--- config.mk ---
export PLATFORM = sky130hd
export DESIGN_NAME = nrisc_int_ctrl
export DESIGN_NICKNAME = d
export VERILOG_FILES = /design/src/rtl/nrisc_int_ctrl.sv
export SDC_FILE = /design/constraint.sdc
export NUM_CORES = 1
export LEC_CHECK = 0
export CORE_ASPECT_RATIO = 1.2
export CORE_MARGIN = 3
export CORE_UTILIZATION = 45
export DETAILED_ROUTE_END_ITERATION = 16
export GPL_TIMING_DRIVEN = 0
export HOLD_SLACK_MARGIN = 0.02
export PLACE_DENSITY = 0.73
export SKIP_LAST_GASP = 1
export SLEW_MARGIN = 20
export SYNTH_ARGS = -nofsm -noshare
export SYNTH_HDL_FRONTEND = slang
export SYNTH_SLANG_ARGS = --single-unit
--- constraint.sdc ---
create_clock -name clk -period 2 [get_ports clk]
set_input_delay 0.3 -clock clk [delete_from_list [all_inputs] [get_ports clk]]
set_output_delay 0.3 -clock clk [all_outputs]
set_load 0.005 [all_outputs]
--- src/rtl/nrisc_int_ctrl.sv ---
// nrisc_int_ctrl -- interrupt controller for the NRISC core.
//
// Edge-detects the IRQ lines into PEND, qualifies them with MASK and the
// global enable, and hands the highest-priority request (lowest index) to
// the PC controller as a one-cycle INTERRUPT_flag with an 8-bit vector
// {VEC_BASE, idx}. A grant is only issued while CORE_PC_ctrl is 2'b00.
//
// Config map (cfg_addr):
//   0 MASK  R/W   bit i enables line i
//   1 PEND  R/W1C pending requests
//   2 CTRL  R/W   bit0 GIE, bits7:3 VEC_BASE, bits2:1 read 0
//   3 ISR   R     in-service bits
//
// Optional build macro NRISC_INT_NEST_EN: when defined, a strictly
// higher-priority request preempts the one in service (nested ISR bits,
// int_ret pops the lowest set bit). When undefined, service is single-level.
module nrisc_int_ctrl #(
  parameter int N_IRQ = 8
) (
  input  logic             clk,
  input  logic             rst,
  input  logic [N_IRQ-1:0] irq_in,
  input  logic [1:0]       CORE_PC_ctrl,
  input  logic             int_ret,
  input  logic             cfg_we,
  input  logic [1:0]       cfg_addr,
  input  logic [7:0]       cfg_wdata,
  output logic [7:0]       cfg_rdata,
  output logic             INTERRUPT_flag,
  output logic [7:0]       INTERRUPT_ch
);

  localparam logic [1:0] ADDR_MASK = 2'd0;
  localparam logic [1:0] ADDR_PEND = 2'd1;
  localparam logic [1:0] ADDR_CTRL = 2'd2;
  localparam logic [1:0] ADDR_ISR  = 2'd3;

  typedef enum logic [0:0] {
    ST_IDLE    = 1'b0,
    ST_SERVICE = 1'b1
  } state_e;

  // Index of the lowest set bit (0 when the vector is empty).
  function automatic logic [2:0] lowest_idx(input logic [N_IRQ-1:0] v);
    logic [2:0] idx;
    idx = 3'd0;
    for (int i = N_IRQ - 1; i >= 0; i--) begin
      idx = v[i] ? 3'(i) : idx;
    end
    return idx;
  endfunction

  // One-hot of the lowest set bit (all zero when the vector is empty).
  function automatic logic [N_IRQ-1:0] lowest_oh(input logic [N_IRQ-1:0] v);
    return v & (~v + N_IRQ'(1));
  endfunction

  // Zero-extend an N_IRQ-wide register to the 8-bit config bus.
  function automatic logic [7:0] pad8(input logic [N_IRQ-1:0] v);
    logic [7:0] r;
    r = 8'h00;
    r[N_IRQ-1:0] = v;
    return r;
  endfunction

  // Registered state
  state_e           state_q,    state_d;
  logic [N_IRQ-1:0] mask_q,     mask_d;
  logic [N_IRQ-1:0] pend_q,     pend_d;
  logic [N_IRQ-1:0] isr_q,      isr_d;
  logic [N_IRQ-1:0] irq_prev_q, irq_prev_d;
  logic             gie_q,      gie_d;
  logic [4:0]       vec_base_q, vec_base_d;
  logic             flag_q,     flag_d;
  logic [7:0]       ch_q,       ch_d;

  // Combinational helpers
  logic [N_IRQ-1:0] edge_s;
  logic [N_IRQ-1:0] eligible_s;
  logic [N_IRQ-1:0] win_oh_s;
  logic [2:0]       win_idx_s;
  logic [N_IRQ-1:0] grant_oh_s;
  logic [N_IRQ-1:0] w1c_s;
  logic [N_IRQ-1:0] ret_clear_s;
  logic             pc_idle_s;
  logic             grant_s;
`ifdef NRISC_INT_NEST_EN
  logic [N_IRQ-1:0] isr_low_s;
`endif

  // Request qualification and winner selection.
  always_comb begin
    edge_s     = irq_in & ~irq_prev_q;
    eligible_s = gie_q ? (pend_q & mask_q) : '0;
    win_oh_s   = lowest_oh(eligible_s);
    win_idx_s  = lowest_idx(eligible_s);
    pc_idle_s  = (CORE_PC_ctrl == 2'b00);
`ifdef NRISC_INT_NEST_EN
    isr_low_s  = lowest_oh(isr_q);
`endif
  end

  // Grant decision: from IDLE always; from SERVICE only when nesting is
  // built in and the winner outranks everything currently in service.
  // Blocking on flag_q keeps the flag from ever being high two cycles in a row.
  always_comb begin
    grant_s = 1'b0;
    case (state_q)
      ST_IDLE: begin
        grant_s = (eligible_s != '0) && pc_idle_s;
      end
      ST_SERVICE: begin
`ifdef NRISC_INT_NEST_EN
        // Both operands are one-hot, so a numerically smaller one-hot is a
        // lower index, i.e. a higher priority.
        grant_s = (eligible_s != '0) && pc_idle_s && !flag_q &&
                  (win_oh_s < isr_low_s);
`else
        grant_s = 1'b0;
`endif
      end
      default: begin
        grant_s = 1'b0;
      end
    endcase
  end

  // Return-from-interrupt: pop the lowest in-service bit when nesting,
  // otherwise drop the single in-service bit. Ignored outside SERVICE.
  always_comb begin
    ret_clear_s = '0;
    if ((state_q == ST_SERVICE) && int_ret) begin
`ifdef NRISC_INT_NEST_EN
      ret_clear_s = isr_low_s;
`else
      ret_clear_s = isr_q;
`endif
    end else begin
      ret_clear_s = '0;
    end
  end

  // Next-state for the config, pending and in-service registers.
  always_comb begin
    grant_oh_s = grant_s ? win_oh_s : '0;
    w1c_s      = (cfg_we && (cfg_addr == ADDR_PEND)) ? cfg_wdata[N_IRQ-1:0] : '0;

    mask_d     = (cfg_we && (cfg_addr == ADDR_MASK)) ? cfg_wdata[N_IRQ-1:0] : mask_q;
    gie_d      = (cfg_we && (cfg_addr == ADDR_CTRL)) ? cfg_wdata[0] : gie_q;
    vec_base_d = (cfg_we && (cfg_addr == ADDR_CTRL)) ? cfg_wdata[7:3] : vec_base_q;

    // A fresh edge always sets, even against a W1C or a grant clear.
    pend_d     = (pend_q & ~w1c_s & ~grant_oh_s) | edge_s;
    isr_d      = (isr_q & ~ret_clear_s) | grant_oh_s;
    irq_prev_d = irq_in;

    flag_d     = grant_s;
    ch_d       = grant_s ? {vec_base_q, win_idx_s} : ch_q;
  end

  // FSM transition: enter SERVICE on a grant, leave once nothing is in service.
  always_comb begin
    state_d = state_q;
    case (state_q)
      ST_IDLE: begin
        state_d = grant_s ? ST_SERVICE : ST_IDLE;
      end
      ST_SERVICE: begin
        state_d = (isr_d == '0) ? ST_IDLE : ST_SERVICE;
      end
      default: begin
        state_d = ST_IDLE;
      end
    endcase
  end

  // All state and output registers; synchronous active-low reset.
  always_ff @(posedge clk) begin
    if (!rst) begin
      state_q    <= ST_IDLE;
      mask_q     <= '0;
      pend_q     <= '0;
      isr_q      <= '0;
      irq_prev_q <= '0;
      gie_q      <= 1'b0;
      vec_base_q <= 5'd0;
      flag_q     <= 1'b0;
      ch_q       <= 8'h00;
    end else begin
      state_q    <= state_d;
      mask_q     <= mask_d;
      pend_q     <= pend_d;
      isr_q      <= isr_d;
      irq_prev_q <= irq_prev_d;
      gie_q      <= gie_d;
      vec_base_q <= vec_base_d;
      flag_q     <= flag_d;
      ch_q       <= ch_d;
    end
  end

  // Config read mux; bits above N_IRQ read as zero.
  always_comb begin
    cfg_rdata = 8'h00;
    case (cfg_addr)
      ADDR_MASK: cfg_rdata = pad8(mask_q);
      ADDR_PEND: cfg_rdata = pad8(pend_q);
      ADDR_CTRL: cfg_rdata = {vec_base_q, 2'b00, gie_q};
      ADDR_ISR:  cfg_rdata = pad8(isr_q);
      default:   cfg_rdata = 8'h00;
    endcase
  end

  assign INTERRUPT_flag = flag_q;
  assign INTERRUPT_ch   = ch_q;

endmodule
==> results.sh <==
export IMPL_seqPwrFrac=0.558
export IMPL_min_path_type="input pin to flop"
export IMPL_critical_path_max_stage_delay_ps=490
export IMPL_syn_num_nets=246
export IMPL_worstHoldStart="CORE_PC_ctrl[0]"
export IMPL_max_slew_margin_rel=0.5359
export IMPL_critPathTopFamily="buffers and inverters"
export IMPL_final_cell_mix="dfxtp_1 (48), clkdlybuf4s50_1 (32), nand2_1 (26)"
export IMPL_leakage_uw=0.001083
export IMPL_path_cells="dlygate4sd2_1 -> buf_6 -> mux4_2 -> clkdlybuf4s50_1"
export IMPL_initial_utilization=0.4816
export IMPL_core_sq_um=4424
export IMPL_drt_initial_drc_count=128
export IMPL_crit_buf_inv=3
export IMPL_layout_commonest_cell="dfxtp_1"
export IMPL_die_area_sq_um=5600
export IMPL_wirelength_mm=5.483
export IMPL_required_ps=1700
export IMPL_drive_above_1_share=0.09058
export IMPL_power_uw=1824
export IMPL_critPathMaxFanout=7
export IMPL_combPwrFrac=0.118
export IMPL_dpl_worst_slack_ps=-786.8
export IMPL_remaining_drc_errors=0
export IMPL_dp_hpwl_mm=3.858
export IMPL_root_buffer="clkbuf_8"
export IMPL_layoutNonFillerInstCount=332
export IMPL_netlist_area_sq_um=2131
export IMPL_pwr_share_clk=0.324
export IMPL_fmax_mhz=508.0
export IMPL_grt_overflow=0
export IMPL_diodes=0
export IMPL_path_class="input pin to output port"
export IMPL_finalHoldWorstSlack_ps=423.4
export IMPL_swShare=0.2357
export IMPL_finalInstanceArea_sq_um=2768
export IMPL_cts_hold_buffers=0
export IMPL_timing_rr_end="pend_q[6]$_SDFF_PN0_"
export IMPL_port_buffers=39
export IMPL_worstHoldEndpoint="isr_q[0]$_SDFF_PN0_"
export IMPL_ys_seq_elements=48
export IMPL_cts_tree="done"
export IMPL_placed_area_sq_um=2591
export IMPL_clkLatencyLatePin_ps=300
export IMPL_vias=1855
export IMPL_syn_instance_count=222
export IMPL_setup_viol=0
export IMPL_wire_per_inst_um=16.52
export IMPL_grt_usage=0.2157
export IMPL_cts_buffers=5
export IMPL_grt_first_pass_wirelength_mm=8.749
export IMPL_clock_skew_ps=4.981
export IMPL_fp_dieH_um=81.38
export IMPL_intPower_uw=1394
export IMPL_crit_slowest_cell="mux4_2"
export IMPL_drv_cap=0
export IMPL_area_delta_synth_final_pct=29.89
export IMPL_critPathArrivalTime_ps=1670
export IMPL_nFillCells=423
export IMPL_dp_cells=317
export IMPL_powerDensity_nw_per_um2=659.0
export IMPL_htreeDepth=2
export IMPL_setup_ws_ps=31.37
export IMPL_synth_area_leaders="dfxtp_1 (45%), mux2i_1 (7.5%), nor2b_1 (5.9%)"
export IMPL_die_w_um=68.82
export IMPL_startpoint_type="input pin"
export IMPL_critPathCaptureType="output port"
export IMPL_synth_top_area_frac=0.4510
export IMPL_globalplace_congestion=0.8917
export IMPL_min_path_cells=4
export IMPL_postRouteAntennaNets=0
export IMPL_yosys_cell_types_count=41
export IMPL_fin_crit_ps=1969
export IMPL_reg2regPathDepth=4
export IMPL_worst_pin_slew_ps=696.1
export IMPL_top_level_ports=41
export IMPL_p_sw_uw=429.8
export IMPL_postSynthAreaPerCell_sq_um=9.598
export IMPL_viasPerCell=5.587
export IMPL_grt_max_degree=14
export IMPL_r2r_setup_slack_ps=70
export IMPL_maxSlewViolCount=0
export IMPL_status="complete, no violations"
export IMPL_antenna_found_initial=0
export IMPL_hold_viol_final=0
export IMPL_yosysSeqAreaShare=0.4510
export IMPL_path_clk_slew_ps=80
export IMPL_first_pass_iters=4
export IMPL_clock_path_buffers=2
export IMPL_nNetsFinal=299
export IMPL_clock_sinks=48
export IMPL_num_rows=26
export IMPL_synth_top_cell_by_area="dfxtp_1"
export IMPL_vdd_drop_max_mv=0.4400
export IMPL_timing_rr_start="state_q$_SDFF_PN0_"
export IMPL_yosysWarnings=0
export IMPL_finalCritPeriodShare=0.9843
export IMPL_grt_pass1_vias=1746
## cell families (layout without fill, tap and decap cells)
family,count (synthesis),count (layout),share of synthesized area
multiplexers,22,22,0.1403
AND/OR/NAND/NOR,88,88,0.2261
buffers and inverters,18,72,0.03171
flip-flops,48,48,0.4510
AO/OA/AOI/OAI,46,46,0.1509
## repair_timing
action                     4_1_cts  5_1_grt
buffers inserted                 3        4
setup endpoints to repair       16       13
resized for setup               12        5
pin swaps                        0        1
## worst max-delay path by stage
stage                                  start                    to  slack [ps]  cells past startpoint
final                            cfg_addr[1]          cfg_rdata[6]          30                      4
after global routing      gie_q$_SDFFE_PN0P_  pend_q[6]$_SDFF_PN0_          -2                      4
after global placement           cfg_addr[1]          cfg_rdata[0]        -780                      4
after floorplan           state_q$_SDFF_PN0_  pend_q[6]$_SDFF_PN0_         180                      4
after detailed placement         cfg_addr[1]          cfg_rdata[0]        -790                      4
after CTS                    CORE_PC_ctrl[1]  pend_q[6]$_SDFF_PN0_          10                      5
## state kept, by name, indices dropped and copies added, names as in the netlist
register	cells
INTERRUPT_ch	8
INTERRUPT_flag	1
gie_q	1
irq_prev_q	8
isr_q	8
mask_q	8
pend_q	8
state_q	1
vec_base_q	5
## metrics by stage
| step | utilization | TNS [ps] |
|---|---|---|
| global route | 0.6256 | -3.348 |
| CTS | 0.6162 | 0 |
| global placement | 0.5857 | -10080 |
| detailed placement | 0.5857 | -10270 |
| finish | 0.6256 | 0 |
| floorplan | - | 0 |
## worst reg2reg max path, delay by kind of cell (launching register included)
kind | cells | cell delay (ps)
AO/OA/AOI/OAI | 1 | 200
flip-flops | 1 | 370
AND/OR/NAND/NOR | 3 | 1270
## synth_stat cells (all sizes together)
library cell   n
o211ai         1
o311ai         1
nand3b         2
o41a           1
nor4           2
a31oi          1
and2          10
a32o           1
o21bai         1
and3           1
a221oi         3
a21oi          5
a21boi         3
nor2           2
nand3         12
nand4          1
a22o           5
o21a           5
a31o           1
and3b          1
buf            4
or4b           1
mux2i         16
nor2b         20
nor4b          2
a22oi          4
dfxtp         48
nor3           4
nand2         26
clkbuf         7
a21o           1
nand2b         1
or3            1
o22ai          3
nor3b          1
mux4           6
inv            7
or2            1
o21ai         10
## power by group through the flow
stage | clock, uW | sequential (uW) | combinational [uW]
final | 591 | 1020 | 214
after global routing | 645 | 1020 | 234
after CTS | 599 | 1020 | 211
after detailed placement | 0 | 1040 | 202
after global placement | 0 | 1040 | 199
after floorplan | 0 | 1030 | 106
## area by class of cell
cell class                      count  area (sq um)  area share
Buffer                             11         57.56     0.02080
Clock buffer                        8         90.09     0.03255
Inverter                            7         26.28    0.009494
Multi-Input combinational cell    156          1109      0.4005
Sequential cell                    48         960.9      0.3472
Tap cell                           56         70.07     0.02532
Timing Repair Buffer               46         454.2      0.1641
## layer usage
metal	track usage	vias up	part of all wire
met3	0.04703	4	0.051
met1	0.2886	888	0.44
li1	-	907	-
met5	0	-	0
met2	0.3457	56	0.50
met4	0.06433	0	0.0064
Note: power is estimated with default switching activity, not from simulation.
